**src/rtl/delay_injector_pkg.sv**
```systemverilog
// Shared types and constants for the multi-channel delay injector.
// LFSR constants are consumed only when DELAY_JITTER_EN is defined.
package delay_injector_pkg;

  typedef enum logic [1:0] {
    IDLE,
    COUNTING,
    HOLD,
    CHECK_REPEAT
  } chan_state_t;

  localparam logic [15:0] LFSR_SEED = 16'hACE1;
  // Right-shifting Fibonacci form of taps 16,14,13,11 -> bits 0,2,3,5
  localparam logic [15:0] LFSR_TAPS = 16'h002D;

  function automatic int clamp_delay(input int value, input int max);
    return (value > max) ? max : value;
  endfunction

endpackage

```
**src/rtl/delay_channel.sv**
```systemverilog
// One delay channel: accept, count down, hold until done, then
// optionally accept a back-to-back request.
module delay_channel
  import delay_injector_pkg::*;
#(
  parameter int DATA_WIDTH  = 32,
  parameter int MAX_DELAY   = 16,
  parameter int JITTER_BITS = 2,
  parameter int CW          = $clog2(MAX_DELAY + 1)
) (
  input  logic                   clk,
  input  logic                   rst_n,
  input  logic                   req_in,
  input  logic [DATA_WIDTH-1:0]  data_in,
  input  logic [CW-1:0]          delay_cfg,
  input  logic [JITTER_BITS-1:0] jitter,
  input  logic                   ack_in,
  input  logic                   done_in,
  output logic                   req_out,
  output logic [DATA_WIDTH-1:0]  data_out,
  output logic                   busy
);

  chan_state_t   state;
  logic [CW-1:0] cnt;
  logic [CW:0]   sum;
  logic [CW-1:0] load;

  // One extra bit so cfg + jitter clamps instead of wrapping
  assign sum  = {1'b0, delay_cfg} + (CW+1)'(jitter);
  assign load = CW'(clamp_delay(int'(sum), MAX_DELAY));

  always_ff @(posedge clk) begin
    if (!rst_n) begin
      state    <= IDLE;
      cnt      <= '0;
      req_out  <= 1'b0;
      data_out <= '0;
      busy     <= 1'b0;
    end else begin
      case (state)
        IDLE, CHECK_REPEAT: begin
          req_out <= 1'b0;
          if (req_in) begin
            state    <= COUNTING;
            cnt      <= load;
            data_out <= data_in;
            busy     <= 1'b1;
          end else begin
            state <= IDLE;
            busy  <= 1'b0;
          end
        end
        COUNTING: begin
          if (cnt == '0) begin
            req_out <= 1'b1;
            state   <= HOLD;
          end else begin
            cnt <= cnt - 1'b1;
          end
        end
        HOLD: begin
          if (ack_in || done_in)
            req_out <= 1'b0;
          if (done_in)
            state <= CHECK_REPEAT;
        end
        default: begin
          state   <= IDLE;
          req_out <= 1'b0;
          busy    <= 1'b0;
        end
      endcase
    end
  end

endmodule

```
**src/rtl/multi_channel_delay_injector.sv**
```systemverilog
// Programmable per-channel latency injector for slow-memory emulation.
// Define DELAY_JITTER_EN to add LFSR jitter to each accepted delay.
module multi_channel_delay_injector
  import delay_injector_pkg::*;
#(
  parameter int NUM_CHANNELS = 4,
  parameter int DATA_WIDTH   = 32,
  parameter int MAX_DELAY    = 16,
  parameter int JITTER_BITS  = 2,
  localparam int CW          = $clog2(MAX_DELAY + 1)
) (
  input  logic                             clk,
  input  logic                             rst_n,
  input  logic [NUM_CHANNELS-1:0]          req_in,
  input  logic [NUM_CHANNELS*DATA_WIDTH-1:0] data_in,
  input  logic [NUM_CHANNELS*CW-1:0]       delay_cfg,
  input  logic [NUM_CHANNELS-1:0]          ack_in,
  input  logic [NUM_CHANNELS-1:0]          done_in,
  output logic [NUM_CHANNELS-1:0]          req_out,
  output logic [NUM_CHANNELS*DATA_WIDTH-1:0] data_out,
  output logic [NUM_CHANNELS-1:0]          busy
);

`ifdef DELAY_JITTER_EN
  logic [15:0] lfsr;

  always_ff @(posedge clk) begin
    if (!rst_n)
      lfsr <= LFSR_SEED;
    else
      lfsr <= {^(lfsr & LFSR_TAPS), lfsr[15:1]};
  end
`endif

  for (genvar i = 0; i < NUM_CHANNELS; i++) begin : g_ch
    logic [JITTER_BITS-1:0] jit;

`ifdef DELAY_JITTER_EN
    for (genvar b = 0; b < JITTER_BITS; b++) begin : g_jb
      assign jit[b] = lfsr[(i*JITTER_BITS + b) % 16];
    end
`else
    assign jit = '0;
`endif

    delay_channel #(
      .DATA_WIDTH  (DATA_WIDTH),
      .MAX_DELAY   (MAX_DELAY),
      .JITTER_BITS (JITTER_BITS),
      .CW          (CW)
    ) u_ch (
      .clk       (clk),
      .rst_n     (rst_n),
      .req_in    (req_in[i]),
      .data_in   (data_in[i*DATA_WIDTH +: DATA_WIDTH]),
      .delay_cfg (delay_cfg[i*CW +: CW]),
      .jitter    (jit),
      .ack_in    (ack_in[i]),
      .done_in   (done_in[i]),
      .req_out   (req_out[i]),
      .data_out  (data_out[i*DATA_WIDTH +: DATA_WIDTH]),
      .busy      (busy[i])
    );
  end

endmodule

```
**config.mk**
```make
export PLATFORM = sky130hd
export DESIGN_NAME = multi_channel_delay_injector
export DESIGN_NICKNAME = d
export VERILOG_FILES = /design/src/rtl/delay_injector_pkg.sv /design/src/rtl/delay_channel.sv /design/src/rtl/multi_channel_delay_injector.sv
export SDC_FILE = /design/constraint.sdc
export NUM_CORES = 1
export LEC_CHECK = 0
export CAP_MARGIN = 5
export CORE_MARGIN = 8
export CORE_UTILIZATION = 47
export DETAILED_ROUTE_END_ITERATION = 6
export PLACE_DENSITY = 0.94
export SYNTH_ARGS = -nofsm -noshare
export SYNTH_HDL_FRONTEND = slang
export SYNTH_HIERARCHICAL = 1
export SYNTH_SLANG_ARGS = --single-unit
```
**constraint.sdc**
```tcl
create_clock -name clk -period 2.91 [get_ports clk]
set_clock_uncertainty 0.1 [all_clocks]
set_input_delay 0.873 -clock clk [delete_from_list [all_inputs] [get_ports clk]]
set_output_delay 0.873 -clock clk [all_outputs]
set_load 0.01 [all_outputs]
```
== Yosys cells after proc, flatten, opt, wreduce, memory -nomap -nowiden ==
Cells that the tools add are included.

* Flip-flop bits (word level): 164
* Bits in latches: 0
* Bits in writable memories: 0
* ROM bits: 0
* Output and inout bits: 136
* Memories: 0

* Add/sub/neg operators: 4
* Multiply operators: 0
* Divide/modulo/power cells: 0
* Order comparisons: 4
* Eq/ne operators: 32
* Shift operators: 0
* Mux-type cells: 48
* Bitwise operators: 0
* Reductions and logical operators: 36

{| class="wikitable"
|+ Operator list
! operator !! number
|-
| 2-to-1 mux 5 bit || 12
|-
| case mux 5 bit (2 select lines) || 4
|-
| inequality test 2 bit (second input constant) || 12
|-
| case mux 2 bit (3 select lines) || 4
|-
| AND reduction 2 bit || 12
|-
| > comparator 5 bit (second input constant) || 4
|-
| logical NOT 5 bit || 4
|-
| subtractor 5 x 1 -> 5 bit (second input constant) || 4
|-
| == test 2 bit (second input constant) || 8
|-
| 2-to-1 mux 1 bit || 16
|-
| 2-to-1 mux 2 bit || 8
|-
| inequality test 2 x 1 -> 1 bit (second input constant) || 8
|-
| case mux 1 bit (3 select lines) || 4
|-
| AND reduction 3 bit || 4
|-
| == test 2 x 1 -> 1 bit (second input constant) || 4
|-
| logical NOT 2 bit || 4
|-
| nonzero test 2 bit || 4
|-
| OR reduction 2 bit || 4
|-
| logical OR 1 bit || 4
|}

== Depth between registers and ports, before layout ==
* Word-level depth: 4
* Mapped depth: 7
* Gate-level depth less buffers: 7

== Cells and area by module ==
The synthesis kept the hierarchy.

{| class="wikitable"
|+ Modules (own cells, without submodules)
! module !! times used !! cells each !! area each (um2) !! sequential area each (um2)
|-
| delay_channel at g_ch[1].u_ch ... || 3 || 223 || 1843.0 || 820.8
|-
| delay_channel at g_ch[0].u_ch || 1 || 222 || 1864.3 || 820.8
|-
| multi_channel_delay_injector || 1 || 1 || 3.8 || 0.0
|}

== Worst setup path before layout ==
No wires, ideal clock.

* Path type: input to register
* Start: in delay_cfg[6]
* End: reg g_ch[1].u_ch.cnt[1]
* Library setup time: 74 ps
* Data arrival time: 1652 ps
* Required time: 2736 ps
* Setup slack: 1083 ps
* Stages: 5
* Cells stage by stage: inv_1 fa_1 nor2_1 o21ai_0 a31oi_1

* Cells in the longest elaborated chain, start to end: 4

{| class="wikitable"
|+ Ends and longest elaborated chain
! item !! line !! text
|-
| start: declaration || multi_channel_delay_injector.sv:16 || <nowiki>input logic [NUM_CHANNELS*CW-1:0] delay_cfg,</nowiki>
|-
| > comparator 5 bit || delay_injector_pkg.sv:17 || <nowiki>return (value > max) ? max : value;</nowiki>
|-
| 2-to-1 mux 5 bit * || delay_injector_pkg.sv:17 ||
|-
| 2-to-1 mux 5 bit * || delay_channel.sv:44 || <nowiki>if (req_in) begin</nowiki>
|-
| case mux 5 bit (2 select lines) * || delay_channel.sv:41 || <nowiki>case (state)</nowiki>
|-
| end signal: assignment || delay_channel.sv:46 || <nowiki>cnt <= load;</nowiki>
|-
| end signal: assignment || delay_channel.sv:59 || <nowiki>cnt <= cnt - 1'b1;</nowiki>
|-
| end: declaration || delay_channel.sv:25 || <nowiki>logic [CW-1:0] cnt;</nowiki>
|}

Every way passes the cells marked *; elsewhere a longest branch is shown, timed or not. The select of a mux whose other input is x is not followed.
A chain may end at the register's enable or synchronous reset.

== Final worst setup path ==
* Start: reg g_ch[3].u_ch.data_out[11]
* End: out data_out[107]

{| class="wikitable"
|+ RTL lines
! item !! line !! text
|-
| start: declaration || delay_channel.sv:20 || <nowiki>output logic [DATA_WIDTH-1:0] data_out,</nowiki>
|-
| start signal: assignment || delay_channel.sv:47 || <nowiki>data_out <= data_in;</nowiki>
|-
| end: declaration || multi_channel_delay_injector.sv:20 || <nowiki>output logic [NUM_CHANNELS*DATA_WIDTH-1:0] data_out,</nowiki>
|}

No word-level cell between the ends.

==> metrics.yaml <==
outcome: "complete, no violations"
cts_root_buf: "clkbuf_16"
async_reset_ff_frac: 0
p_leak_nw: 4.34
num_io_pins: 298
critPathKind: "register to output port"
vias: 7323
syn_inst: 892
drtPass1Iterations: 5
clk_latency_ns: 0.42
cts_inserted_buffers: 17
grt_usage: 0.225
synth.yosys.seq_area_share: 0.444
placed_cell_area_sq_um: 10700
clk_pin_slew_ns: 0.07
finalSetupViolCount: 0
r2r_slack_ns: 0.75
gp_congestion: 0.862
start_util: 0.473
cp_num_buf_inv: 1
synth_area_leader_cell: "dfxtp_1"
postCtsSetupRepairBufs: 0
synth.distinct_cells: 57
timing.rr.start: "g_ch[3].u_ch/state[1]"
synth_most_common_cell: "nand2_1"
hold_viol_final: 0
max_clock_freq_mhz: 423
grt_pass1_wl_um: 36500
core_sq_um: 15700
design_area_sq_um: 11200
drive_above_1_share: 0.0614
fp.dieW_um: 141
post-dp-hpwl_um: 17400
pwr_density_cell_nw_per_um2: 821
synth.ff_latch_count: 164
synth_top_area_frac: 0.444
dieArea_sq_um: 20000
cp_data_arrival_time_ns: 1.39
htreeDepth: 4
r2r_cells: 6
min_path_type: "register to register"
routed_wl_um: 23300
max_cap_viol_count: 0
die_h_um: 141
final_util: 0.717
drv_slew: 0
setup_tns_ns: 0
cts.path.max_buffers: 2
whs_endpoint: "g_ch[1].u_ch/data_out[22]"
grt_antenna_before_repair: 0
fin_ws_ns: 0.548
std_cell_rows: 46
worst_pin_slew_ns: 0.567
first_iter_violations: 366
cts_num_sinks: 164
place.port_buffers: 297
grt_max_degree: 39
endpoint_kind: "output port"
fin_crit_ns: 2.36
crit_chain: "clkdlybuf4s50_1"
synth.area.top_cells: "dfxtp_1 44%, nand2_1 14%, a21boi_1 6.7%, ha_1 4.1%, a21boi_0 3.7%"
wl_per_cell_um: 16.4
synth_area_sq_um: 7400
crit_required_ns: 1.94
cpLargestDelayFamily: "buffers and inverters"
synth_ff_type: "dfxtp_1"
vias_per_cell: 5.15
ctsResizeCount: 0
cts_tree: "done"
synth_edf_count: 0
antenna_left: 0
first_global_vias: 7445
yosys_warnings: 6
min_path_cells: 2
yosys-top-cells-count: "282 x nand2_1, 164 x dfxtp_1, 66 x a21boi_1, 47 x a21oi_1"
cp_slowest_stage_delay_ns: 0.58
fin_nets: 1382
startpoint_type: "register"
cts_hold_buffers: 0
syn_avg_cell_area_sq_um: 8.29
n_antenna_cell: 0
syn_to_final_growth_pct: 51.8
fin_crit_sh: 0.812
rsz0062_at_grt: "no"
crit_fanout: 2
vdd_drop_max_uv: 587
final_cells: 1421
hp-start: "g_ch[1].u_ch/data_out[22]"
dp.cells: 1389
drc: 0
regToRegEndpoint: "g_ch[3].u_ch/cnt[3]"
crit_slowest_cell: "clkdlybuf4s50_1"
max-slew-margin-rel: 0.622
dp_slack_ns: 0.445
globalRouteOverflowTotal: 0
-- registers in the layout (all words and copies together) (netlist names) --
register and cells:
g_ch.u_ch/data_out 128, g_ch.u_ch/cnt 20, g_ch.u_ch/state 8, g_ch.u_ch/busy 4
g_ch.u_ch/req_out 4
-- routing by layer --
metal | routed length (um) | GRT usage | vias to the layer above
li1 | - | - | 3594
met1 | 8690 | 0.226 | 3436
met2 | 12100 | 0.419 | 252
met3 | 1890 | 0.0749 | 41
met4 | 579 | 0.0950 | 0
met5 | 0 | 0 | -
-- power by group --
part	switching (mW)	internal [mW]
Sequential	0.329	2.76
Clock	0.947	1.27
Combinational	2.05	1.87
-- cells in the final DEF (no fill, tap or decap), types with 7 or more instances in the layout --
cell type        count
a21boi_0            36
a21oi_1             47
clkbuf_16           17
and2_1               7
nand2_1            282
nor2b_1             14
ha_1                24
clkdlybuf4s50_1    296
nor2_1              23
a31oi_1             11
nand2b_1            10
a21boi_1            66
nor4_1               7
dfxtp_1            164
inv_1               36
buf_4               16
conb_1              12
o21ai_0             10
-- stage by stage --
stage          hold WS [ns]  power (mW)
2_1_floorplan         0.378        5.40
3_3_place_gp          0.339        6.84
3_5_place_dp          0.345        6.99
4_1_cts               0.354        9.26
5_1_grt               0.362        9.80
6_report              0.351        9.22
-- worst max-delay path by stage --
stage | from | to | cells after the start | slack, ns
finish | g_ch[3].u_ch/data_out[11] | data_out[107] | 1 | 0.55
global route | g_ch[3].u_ch/data_out[11] | data_out[107] | 1 | 0.53
CTS | g_ch[3].u_ch/data_out[11] | data_out[107] | 1 | 0.54
detailed placement | req_in[3] | g_ch[3].u_ch/data_out[8] | 5 | 0.45
global placement | delay_cfg[6] | g_ch[1].u_ch/cnt[1] | 6 | 0.53
floorplan | delay_cfg[6] | g_ch[1].u_ch/cnt[1] | 5 | 1.08
-- kinds of logic (layout without fill, tap and decap cells) --
family,count (synthesis),in the layout,share of synthesized area
and+or+nand+nor,379,379,0.226
DFF,164,164,0.444
AOI/OAI and AO/OA,225,225,0.219
buffers and inverters,84,386,0.0450
other,1,12,0.000507
xor gates and xnor gates,4,4,0.00474
muxes,7,7,0.00998
adders and majority gates,28,28,0.0514
-- cell type report --
| class | instances | area (sq um) |
|---|---|---|
| Fill cell | 1119 | 4420 |
| Multi-Input combinational cell | 655 | 3820 |
| Sequential cell | 164 | 3280 |
| Timing Repair Buffer | 315 | 3130 |
| Clock buffer | 17 | 425 |
| Tap cell | 216 | 270 |
| Clock inverter | 15 | 155 |
| Inverter | 39 | 146 |
No activity file was read; power rests on OpenSTA's default activity.
